`config.mk`:
```
export PLATFORM = sky130hd
export DESIGN_NAME = tnkiiicore_front_line_writer
export DESIGN_NICKNAME = d
export VERILOG_FILES = /design/src/rtl/tnkiiicore_front_pkg.sv /design/src/rtl/tnkiiicore_front_pixel_shifter.sv /design/src/rtl/tnkiiicore_front_line_writer.sv
export SDC_FILE = /design/constraint.sdc
export NUM_CORES = 1
export LEC_CHECK = 0
export CAP_MARGIN = 20
export CORE_ASPECT_RATIO = 1.2
export CORE_MARGIN = 8
export CORE_UTILIZATION = 55
export CTS_BUF_LIST = sky130_fd_sc_hd__clkbuf_2
export DETAILED_ROUTE_END_ITERATION = 6
export PLACE_DENSITY_LB_ADDON = 0.3
export SYNTH_ARGS = -nofsm -noshare
export SYNTH_HDL_FRONTEND = slang
export SYNTH_HIERARCHICAL = 1
export SYNTH_SLANG_ARGS = --single-unit
```
`constraint.sdc`:
```
create_clock -name clk -period 3.2 [get_ports clk]
set_input_delay 0.64 -clock clk [delete_from_list [all_inputs] [get_ports clk]]
set_output_delay 0.64 -clock clk [all_outputs]
set_load 0.005 [all_outputs]
```
`src/rtl/tnkiiicore_front_pkg.sv`:
```
// Shared types and constants for the front (sprite) line-buffer writer.
// Covers the scan states, the sprite attribute layout and the pixel format.
package tnkiiicore_front_pkg;

    typedef enum logic [2:0] {
        IDLE,
        ATTR,
        CHECK,
        ROMRD,
        LOAD,
        PIX,
        NEXT
    } state_t;

    typedef struct packed {
        logic [7:0] y;
        logic [7:0] tile;
        logic       hflip;
        logic       x8;
        logic       y8;
        logic [4:0] color;
        logic [7:0] x;
    } spr_attr_t;

    localparam logic [7:0] FD_TRANSP = 8'hFF;
    localparam int         PIX_W     = 3;
    localparam int         ROW_PIX   = 16;
    localparam int         ROW_BITS  = PIX_W * ROW_PIX;

    // Sprite-relative row; the 9-bit wrap lets sprites straddle line 0.
    function automatic logic [8:0] spr_row(input logic [8:0] vpos, input logic [8:0] ypos);
        return vpos - ypos;
    endfunction

endpackage

```
`src/rtl/tnkiiicore_front_pixel_shifter.sv`:
```
// Holds one 16-pixel graphics row and presents it pixel by pixel, optionally mirrored.
module tnkiiicore_front_pixel_shifter
    import tnkiiicore_front_pkg::*;
(
    input  logic                clk,
    input  logic                rst,
    input  logic                i_load,
    input  logic                i_hflip,
    input  logic [ROW_BITS-1:0] i_data,
    input  logic                i_shift,
    output logic [PIX_W-1:0]    o_pix,
    output logic                o_done
);

    logic [ROW_BITS-1:0] w_rev;
    logic [ROW_BITS-1:0] w_load_data;
    logic [ROW_BITS-1:0] r_data;
    logic [3:0]          r_cnt;
    logic                r_done;

    genvar gi;
    generate
        for (gi = 0; gi < ROW_PIX; gi++) begin : g_rev
            assign w_rev[gi*PIX_W +: PIX_W] = i_data[(ROW_PIX-1-gi)*PIX_W +: PIX_W];
        end
    endgenerate

    assign w_load_data = i_hflip ? w_rev : i_data;

    always_ff @(posedge clk) begin
        if (rst) begin
            r_data <= '0;
            r_cnt  <= '0;
            r_done <= 1'b0;
        end else if (i_load) begin
            r_data <= w_load_data;
            r_cnt  <= '0;
            r_done <= 1'b0;
        end else if (i_shift && !r_done) begin
            r_data <= {{PIX_W{1'b0}}, r_data[ROW_BITS-1:PIX_W]};
            r_cnt  <= r_cnt + 4'd1;
            if (r_cnt == 4'(ROW_PIX-1)) begin
                r_done <= 1'b1;
            end
        end
    end

    assign o_pix  = r_data[PIX_W-1:0];
    assign o_done = r_done;

endmodule

```
`src/rtl/tnkiiicore_front_line_writer.sv`:
```
// Front sprite line-buffer producer: scans attribute RAM for the next line,
// fetches each hit's graphics row and streams a start-X load plus 16 pixels.
module tnkiiicore_front_line_writer
    import tnkiiicore_front_pkg::*;
#(
    parameter int NUM_SPR = 64,
    parameter int SPR_H   = 16
) (
    input  logic        clk,
    input  logic        rst,
    input  logic        CK0,
    input  logic        LT,
    input  logic [8:0]  VPOS,
    output logic [7:0]  SPR_A,
    input  logic [7:0]  SPR_D,
    output logic [11:0] ROM_A,
    output logic        ROM_REQ,
    input  logic [47:0] ROM_D,
    input  logic        ROM_ACK,
    output logic [7:0]  FD,
    output logic        FCK,
    output logic        LD,
    output logic [8:0]  FL_Y,
    output logic        BUSY
);

    state_t     r_state, w_state_next;
    logic       r_lt;
    logic [5:0] r_slot, w_slot_next;
    logic [2:0] r_acnt, w_acnt_next;
    spr_attr_t  r_attr, w_attr_next;
    logic [7:0] r_spr_a, w_spr_a_next;
    logic [11:0] r_rom_a, w_rom_a_next;
    logic       r_rom_req, w_rom_req_next;
    logic [7:0] r_fd, w_fd_next;
    logic       r_fck, w_fck_next;
    logic       r_ld, w_ld_next;
    logic [8:0] r_fl_y, w_fl_y_next;
    logic       r_busy, w_busy_next;

    logic             w_lt_rise;
    logic [8:0]       w_row;
    logic             w_hit;
    logic             w_sh_load;
    logic             w_sh_shift;
    logic [PIX_W-1:0] w_pix;
    logic             w_pix_done;

    assign w_lt_rise = LT & ~r_lt;
    assign w_row     = spr_row(VPOS, {r_attr.y8, r_attr.y});
    assign w_hit     = (w_row < 9'(SPR_H));

    tnkiiicore_front_pixel_shifter u_shifter (
        .clk     (clk),
        .rst     (rst),
        .i_load  (w_sh_load),
        .i_hflip (r_attr.hflip),
        .i_data  (ROM_D),
        .i_shift (w_sh_shift),
        .o_pix   (w_pix),
        .o_done  (w_pix_done)
    );

    always_comb begin
        w_state_next   = r_state;
        w_slot_next    = r_slot;
        w_acnt_next    = r_acnt;
        w_attr_next    = r_attr;
        w_spr_a_next   = r_spr_a;
        w_rom_a_next   = r_rom_a;
        w_rom_req_next = r_rom_req;
        w_fd_next      = r_fd;
        w_fck_next     = 1'b0;
        w_ld_next      = 1'b1;
        w_fl_y_next    = r_fl_y;
        w_busy_next    = r_busy;
        w_sh_load      = 1'b0;
        w_sh_shift     = 1'b0;

        // A line toggle always (re)starts the scan, aborting any work in flight.
        if (w_lt_rise) begin
            w_state_next   = ATTR;
            w_slot_next    = '0;
            w_acnt_next    = '0;
            w_spr_a_next   = '0;
            w_rom_req_next = 1'b0;
            w_fd_next      = FD_TRANSP;
            w_busy_next    = 1'b1;
        end else begin
            case (r_state)
                IDLE: begin
                end
                ATTR: begin
                    // Address k goes out in cycle k; its data is captured in cycle k+1.
                    case (r_acnt)
                        3'd1: w_attr_next.y = SPR_D;
                        3'd2: w_attr_next.tile = SPR_D;
                        3'd3: {w_attr_next.hflip, w_attr_next.x8,
                               w_attr_next.y8, w_attr_next.color} = SPR_D;
                        3'd4: w_attr_next.x = SPR_D;
                        default: begin
                        end
                    endcase
                    if (r_acnt < 3'd3) begin
                        w_spr_a_next = {r_slot, r_acnt[1:0] + 2'd1};
                    end
                    if (r_acnt == 3'd4) begin
                        w_state_next = CHECK;
                    end else begin
                        w_acnt_next = r_acnt + 3'd1;
                    end
                end
                CHECK: begin
                    if (w_hit) begin
                        w_rom_a_next   = {r_attr.tile, w_row[3:0]};
                        w_rom_req_next = 1'b1;
                        w_state_next   = ROMRD;
                    end else begin
                        w_state_next = NEXT;
                    end
                end
                ROMRD: begin
                    if (ROM_ACK) begin
                        w_sh_load      = 1'b1;
                        w_rom_req_next = 1'b0;
                        w_state_next   = LOAD;
                    end
                end
                LOAD: begin
                    // The load strobe lasts one clk; pixels start on the following CK0s.
                    if (r_fck) begin
                        w_state_next = PIX;
                    end else if (CK0) begin
                        w_fck_next  = 1'b1;
                        w_ld_next   = 1'b0;
                        w_fl_y_next = {r_attr.x8, r_attr.x};
                        w_fd_next   = FD_TRANSP;
                    end
                end
                PIX: begin
                    if (w_pix_done) begin
                        w_fd_next    = FD_TRANSP;
                        w_state_next = NEXT;
                    end else if (CK0) begin
                        w_fd_next  = {r_attr.color, w_pix};
                        w_sh_shift = 1'b1;
                    end
                end
                NEXT: begin
                    if (r_slot == 6'(NUM_SPR-1)) begin
                        w_busy_next  = 1'b0;
                        w_state_next = IDLE;
                    end else begin
                        w_slot_next  = r_slot + 6'd1;
                        w_acnt_next  = '0;
                        w_spr_a_next = {r_slot + 6'd1, 2'd0};
                        w_state_next = ATTR;
                    end
                end
                default: begin
                    w_state_next = IDLE;
                end
            endcase
        end
    end

    always_ff @(posedge clk) begin
        if (rst) begin
            r_state   <= IDLE;
            r_lt      <= 1'b0;
            r_slot    <= '0;
            r_acnt    <= '0;
            r_attr    <= '0;
            r_spr_a   <= '0;
            r_rom_a   <= '0;
            r_rom_req <= 1'b0;
            r_fd      <= FD_TRANSP;
            r_fck     <= 1'b0;
            r_ld      <= 1'b1;
            r_fl_y    <= '0;
            r_busy    <= 1'b0;
        end else begin
            r_state   <= w_state_next;
            r_lt      <= LT;
            r_slot    <= w_slot_next;
            r_acnt    <= w_acnt_next;
            r_attr    <= w_attr_next;
            r_spr_a   <= w_spr_a_next;
            r_rom_a   <= w_rom_a_next;
            r_rom_req <= w_rom_req_next;
            r_fd      <= w_fd_next;
            r_fck     <= w_fck_next;
            r_ld      <= w_ld_next;
            r_fl_y    <= w_fl_y_next;
            r_busy    <= w_busy_next;
        end
    end

    assign SPR_A   = r_spr_a;
    assign ROM_A   = r_rom_a;
    assign ROM_REQ = r_rom_req;
    assign FD      = r_fd;
    assign FCK     = r_fck;
    assign LD      = r_ld;
    assign FL_Y    = r_fl_y;
    assign BUSY    = r_busy;

endmodule

```
Word level (Yosys, flattened, before mapping)
Index checks and enable logic that the tools add are counted.
Cells by class
  add/subtract/negate cells: 5
  magnitude comparators: 2
  equality and inequality tests: 28
  mux-type cells: 36
  bitwise operators: 7
  reduce and logical (&&, ||, !) cells: 27
Operators by type and width (number)
  two-way mux 48 bit: 3
  two-way mux 8 bit: 6
  case mux 8 bit (2 select lines): 2
  AND reduction 3 bit: 8
  two-way mux 3 bit: 7
  case mux 3 bit (7 select lines): 1
  inequality test 2 bit (second input constant): 10
  two-way mux 1 bit: 15
  equality test 3 x 2 -> 1 bit (second input constant): 4
  equality test 3 bit (second input constant): 4
  nonzero test 2 bit: 6
  AND reduction 5 bit: 2
  < comparator 9 x 5 -> 1 bit (second input constant): 1
  inequality test 3 bit (second input constant): 3
  subtractor 9 bit: 1
  AND reduction 4 bit: 2
  adder 6 x 1 -> 6 bit (second input constant): 1
  equality test 3 x 1 -> 1 bit (second input constant): 2
  equality test 6 bit (second input constant): 1
  inequality test 3 x 2 -> 1 bit (second input constant): 2
  inverter 1 bit: 6
  case mux 3 bit (2 select lines): 1
  AND reduction 2 bit: 3
  adder 4 x 1 -> 4 bit (second input constant): 1
  12 further kinds: 13
Word-level totals
  bits in registers: 139
  input bits: 70
  output and inout port bits: 41
  logic and storage cells: 128

Longest topological paths before layout
  depth in word-level cells: 7
  mapped depth: 11
  gate-level depth less buffers: 9

By module
The synthesis kept the hierarchy.
Modules (own cells, without submodules)
  tnkiiicore_front_line_writer: times used 1, cells each 472, area each 4022.6 µm², seq. area each 1721.7 µm²
  tnkiiicore_front_pixel_shifter: times used 1, cells each 248, area each 2546.2 µm², seq. area each 1061.0 µm²

Worst setup path after synthesis
Ideal clock, no wire load.
  path kind: input to register
  start: input port VPOS[0]
  end: register r_rom_a[11], in the netlist ROM_A[11]
  library setup time: 71 ps
  arrival: 2622 ps
  required time: 3129 ps
  path slack: 507 ps
  stages on the path: 10
  path buffers: 1
  cells stage by stage: inv_1 ha_1 fa_1 nand2b_1 a211oi_1 o22ai_1 xnor2_1 clkbuf_1 nand4_1 a21oi_1
On the way
  longest elaborated chain between the ends: 3
RTL lines
  start, declared: RTL line tnkiiicore_front_line_writer.sv:13  | input logic [8:0] VPOS,
  subtractor 9 bit: RTL line tnkiiicore_front_pkg.sv:32  | return vpos - ypos;
  < comparator 9 x 5 -> 1 bit: RTL line tnkiiicore_front_line_writer.sv:51  | assign w_hit = (w_row < 9'(SPR_H));
  AND reduction 3 bit (no source line)
  end signal, assigned: RTL line tnkiiicore_front_line_writer.sv:189  | r_rom_a <= w_rom_a_next;
  end, declared: RTL line tnkiiicore_front_line_writer.sv:33  | logic [11:0] r_rom_a, w_rom_a_next;
No other way between the ends.
A chain may end at the register's enable or synchronous reset.

Worst setup path after layout
  start: register r_state[2]
  end: register u_shifter.r_data[28]
On the way
  longest elaborated chain between the ends: 5
  elaborated cells between the ends (all ways): 9
  classes of those cells: eq/ne (2); mux (5); reduce/logical (2)
RTL lines
  start, declared: RTL line tnkiiicore_front_line_writer.sv:27  | state_t r_state, w_state_next;
  start signal, assigned: RTL line tnkiiicore_front_line_writer.sv:183  | r_state <= w_state_next;
  equality test 3 bit: RTL line tnkiiicore_front_line_writer.sv:90  | case (r_state)
  two-way mux 1 bit: RTL line tnkiiicore_front_line_writer.sv:90
  two-way mux 1 bit: RTL line tnkiiicore_front_line_writer.sv:81  | if (w_lt_rise) begin
  net w_sh_shift: RTL line tnkiiicore_front_line_writer.sv:45  | logic w_sh_shift;
  logical AND 1 bit: RTL line tnkiiicore_front_pixel_shifter.sv:39  | end else if (i_shift && !r_done) begin
  nonzero test 2 bit (no source line)
  end signal, assigned: RTL line tnkiiicore_front_pixel_shifter.sv:36  | r_data <= w_load_data;
  end signal, assigned: RTL line tnkiiicore_front_pixel_shifter.sv:40  | r_data <= {{PIX_W{1'b0}}, r_data[ROW_BITS-1:PIX_W]};
  end, declared: RTL line tnkiiicore_front_pixel_shifter.sv:17  | logic [ROW_BITS-1:0] r_data;
The timed path passes the listed nets, and every way through them passes these cells.

==> Flow_metrics.wiki <==
{| class="wikitable"
! Metric !! Value
|-
| Run status || completed
|-
| Largest cells by area after synthesis || sky130_fd_sc_hd__dfxtp_1 42%, sky130_fd_sc_hd__mux2i_1 9.9%, sky130_fd_sc_hd__a221o_1 6.4%, sky130_fd_sc_hd__nor2_1 5.5%, sky130_fd_sc_hd__a21oi_1 4.6%
|-
| Combined area of all synthesized cells || roughly 6600 um^2
|-
| Share of power burned in the clock network || 38.4%
|-
| Vias in the first global route || around 5800
|-
| Initial antenna violation count || 1
|-
| Number of enable flip-flop cells after synthesis || 0
|-
| Leak Pwr || 0.00290 uW
|-
| Post-Route Hold Slack || between 0.3 and 0.4 ns
|-
| Hold path startpoint || rst
|-
| Layout overhead on the synthesized area || 23.3%
|-
| Core area || 11600 um^2
|-
| Net load switching power || 803 uW
|-
| Resized Gates After CTS || 0
|-
| Post-DR wirelength/cell || 17.5 um
|-
| Worst-case vdd ir drop || between 0.0004 and 0.0005 V
|-
| Floorplan die width || approximately 120 um
|-
| H-Tree Level Count || 4
|-
| Per-instance average area after synthesis || slightly above 9 um^2
|-
| Arrival @ worst endpoint || 3.34 ns
|-
| Final worst path period need || 2.74 ns
|-
| Maximum number of pins on one net before global-route repair || 49
|-
| Most common library cell in the layout ignoring fill and taps || sky130_fd_sc_hd__dfxtp_1
|-
| Reg-to-Reg Start || r_state[2]$_SDFFE_PP0P_
|-
| Antenna Nets Post-Route || 0
|-
| Overall via count from detail_route || 5790
|-
| Initial Utilization || 56.5%
|-
| Crit path max fanout || 42
|-
| P_int || about 2600 uW
|-
| Clock Root Buffer || sky130_fd_sc_hd__clkbuf_2
|-
| Worst Hold Class || in -> reg
|-
| Worst reg2reg setup slack || 0.46 ns
|-
| Post-Syn Nets || 805
|-
| Post-Route Setup TNS || 0 ns
|-
| Switching Fraction || about a quarter
|-
| RSZ-0062 raised after global routing || no
|-
| Hold-fix buffers, CTS || 0
|-
| Post-route design area || 8100 um^2
|-
| Actual slew at the worst max-slew pin || 0.708 ns
|-
| Number of top-level design ports || 111
|-
| Number of different library cells in the post-synthesis netlist || 57
|-
| Placed cell area || 7780 um^2
|-
| Most used cells in the layout excluding fill and tap cells || 138 x sky130_fd_sc_hd__dfxtp_1, 109 x sky130_fd_sc_hd__clkdlybuf4s50_1, 96 x sky130_fd_sc_hd__nor2_1
|-
| Sequential fraction of the synthesis area || a little over two fifths
|-
| Clock sink total || 139
|-
| CP startpoint kind || register
|-
| Wire length of the first global-routing pass || between 20 and 30 mm
|-
| Gr ovfl total || 0
|-
| Remaining DRCs || 0
|-
| Nets || 904
|-
| Min-Delay Endpoint || r_lt$_SDFF_PP0_
|-
| Final hold violation count || 0
|-
| Critical R2R Capture || u_shifter/r_data[28]$_SDFFE_PP0P_
|-
| Number of warnings printed during yosys synthesis || 6
|-
| Max-cap check violation count || 0
|-
| Fraction of power consumed by sequential logic || 51.8%
|-
| Slew Limit Fails || 0
|-
| Total Power Consumption || 3370 uW
|-
| Buffer depth of the longest clock path || 2
|-
| Total half-perimeter wirelength after legalization and detailed placement || 12.4 mm
|-
| Die Outline Area || 15700 um^2
|-
| Height of the die || 136 um
|-
| Comb pwr share || 9.8%
|-
| Top cell type by total area after synthesis || sky130_fd_sc_hd__dfxtp_1
|-
| Worst hold path cell count || 2
|-
| Async S/R FF share, synth || 0%
|-
| Pre-antenna DRT Iters || 6
|-
| Post-synth top flop || sky130_fd_sc_hd__dfxtp_1
|-
| Worst slew margin relative to its limit || 52.8%
|-
| Iter 0 DRT Violations || 460
|-
| Placed cell count || 957
|-
| Synthesis-stage register bit count || 139
|-
| GRT Util Overall || between 20 and 25%
|-
| Crit path required time || 3.80 ns
|-
| Power density of the placed cells || 416 nW/um^2
|-
| Critical Path Sink Type || register
|-
| Final standard cell count with taps included and fillers excluded || 990
|-
| Number of placement rows || 43
|-
| R2R cell count || 7
|-
| Count of final setup violators || 0
|-
| Average via count per standard cell || 5.85
|-
| Clock buffers created by TritonCTS || 17
|-
| Proportion of netlist area held by the largest area contributor || between 40 and 50%
|-
| Fmax achieved || 365 MHz
|-
| CTS tree || built
|-
| Clk_lat worst skew || a little over 0.7 ns
|-
| Synth Instances || 720
|-
| Total wirelength of the detailed-routed design || 17.3 mm
|-
| Crit Path Class || reg -> reg
|-
| RD Place Congestion || 0.926
|-
| Total of buffers placed on input and output ports || between 100 and 150
|-
| Number of setup buffers added after CTS || 0
|-
| Share of final-layout standard cells stronger than drive strength 1 || 10.3%
|-
| Worst setup skew after layout || 0.0275 ns
|-
| Clock-pin slew on the worst setup and hold paths || 0.19 ns
|-
| Share of the clock period used by the worst path after layout || 85.6%
|}
==> worst max-delay path: stages (launching register included) <==
cell and delay (ns):
sky130_fd_sc_hd__dfxtp_1 0.52, sky130_fd_sc_hd__nand2b_1 0.21, sky130_fd_sc_hd__or3b_2 0.61, sky130_fd_sc_hd__nor2_1 0.23
sky130_fd_sc_hd__nand2b_1 0.22, sky130_fd_sc_hd__nor2b_2 0.22, sky130_fd_sc_hd__buf_4 0.27, sky130_fd_sc_hd__a221o_1 0.34
==> flip-flops by register name (all words and copies together), names as in the netlist <==
name,flops
r_acnt,3
r_state,3
r_attr,32
FL_Y,9
u_shifter/r_cnt,4
BUSY,1
ROM_REQ,1
ROM_A,12
LD,1
FCK,1
SPR_A,8
u_shifter/o_done,1
r_slot,6
u_shifter/r_data,48
r_lt,1
FD,8
==> synthesized netlist by cell type (all sizes together), types with 8 or more instances <==
library cell / n
dfxtp: 139
nor2: 98
nand2: 70
mux2i: 65
a21oi: 61
a221o: 42
nand3: 36
buf: 32
clkbuf: 21
o21ai: 17
ha: 14
inv: 14
nand4: 11
a211oi: 10
o41ai: 10
nand2b: 9
xor2: 8
==> per-stage QoR <==
stage                     worst slack (ns)  util, %
after floorplan                      0.507        -
after global placement              0.0268     66.9
after detailed placement            -0.149     66.9
after CTS                            0.464     69.7
after global routing                 0.256     69.7
final                                0.459     69.7
==> cells by family (layout without fill, tap and decap cells) <==
logic type	after synthesis	after routing	share of synthesized area [%]
other cells	0	1	0
compound gates	161	161	19.0
simple gates	253	253	17.6
mux	71	71	10.9
buf+inv	67	179	5.28
xor+xnor	14	14	1.87
flops	139	139	42.4
fa+ha+maj	15	15	2.97
==> worst max-delay path by stage <==
| stage | start | endpoint | slack [ns] | cells after the start |
|---|---|---|---|---|
| floorplan | VPOS[0] | ROM_A[11]$_SDFFE_PP0P_ | 0.51 | 10 |
| global placement | VPOS[0] | ROM_A[8]$_SDFFE_PP0P_ | 0.03 | 11 |
| detailed placement | VPOS[0] | ROM_A[2]$_SDFFE_PP0P_ | -0.15 | 11 |
| CTS | r_state[2]$_SDFFE_PP0P_ | u_shifter/r_data[5]$_SDFFE_PP0P_ | 0.46 | 7 |
| global route | r_state[2]$_SDFFE_PP0P_ | u_shifter/r_data[13]$_SDFFE_PP0P_ | 0.26 | 7 |
| finish | r_state[2]$_SDFFE_PP0P_ | u_shifter/r_data[28]$_SDFFE_PP0P_ | 0.46 | 7 |
==> cell type report <==
cell class,count,area (um^2)
fillers,958,3520
multi-input cells,514,3440
flip-flops and latches,139,2780
repair buffers,133,1310
clock inverters,13,223
well taps,157,196
clock buffers,19,95.1
inverters,14,52.6
diodes,1,2.50
==> per-layer routing <==
layer	track usage (%)	share of wire, %	vias to the layer above
met3	5.98	6.6	46
met4	10.8	3.0	0
met2	37.9	50	232
met5	0	0	-
met1	25.0	41	2710
li1	-	-	2802
==> power groups by stage <==
stage | logic (uW) | registers [uW] | clock network (uW)
6_report | 330 | 1750 | 1290
3_5_place_dp | 322 | 1780 | 0
3_3_place_gp | 314 | 1780 | 0
5_1_grt | 354 | 1750 | 1390
4_1_cts | 326 | 1750 | 1320
2_1_floorplan | 167 | 1780 | 0
(Power assumes the default switching activity.)
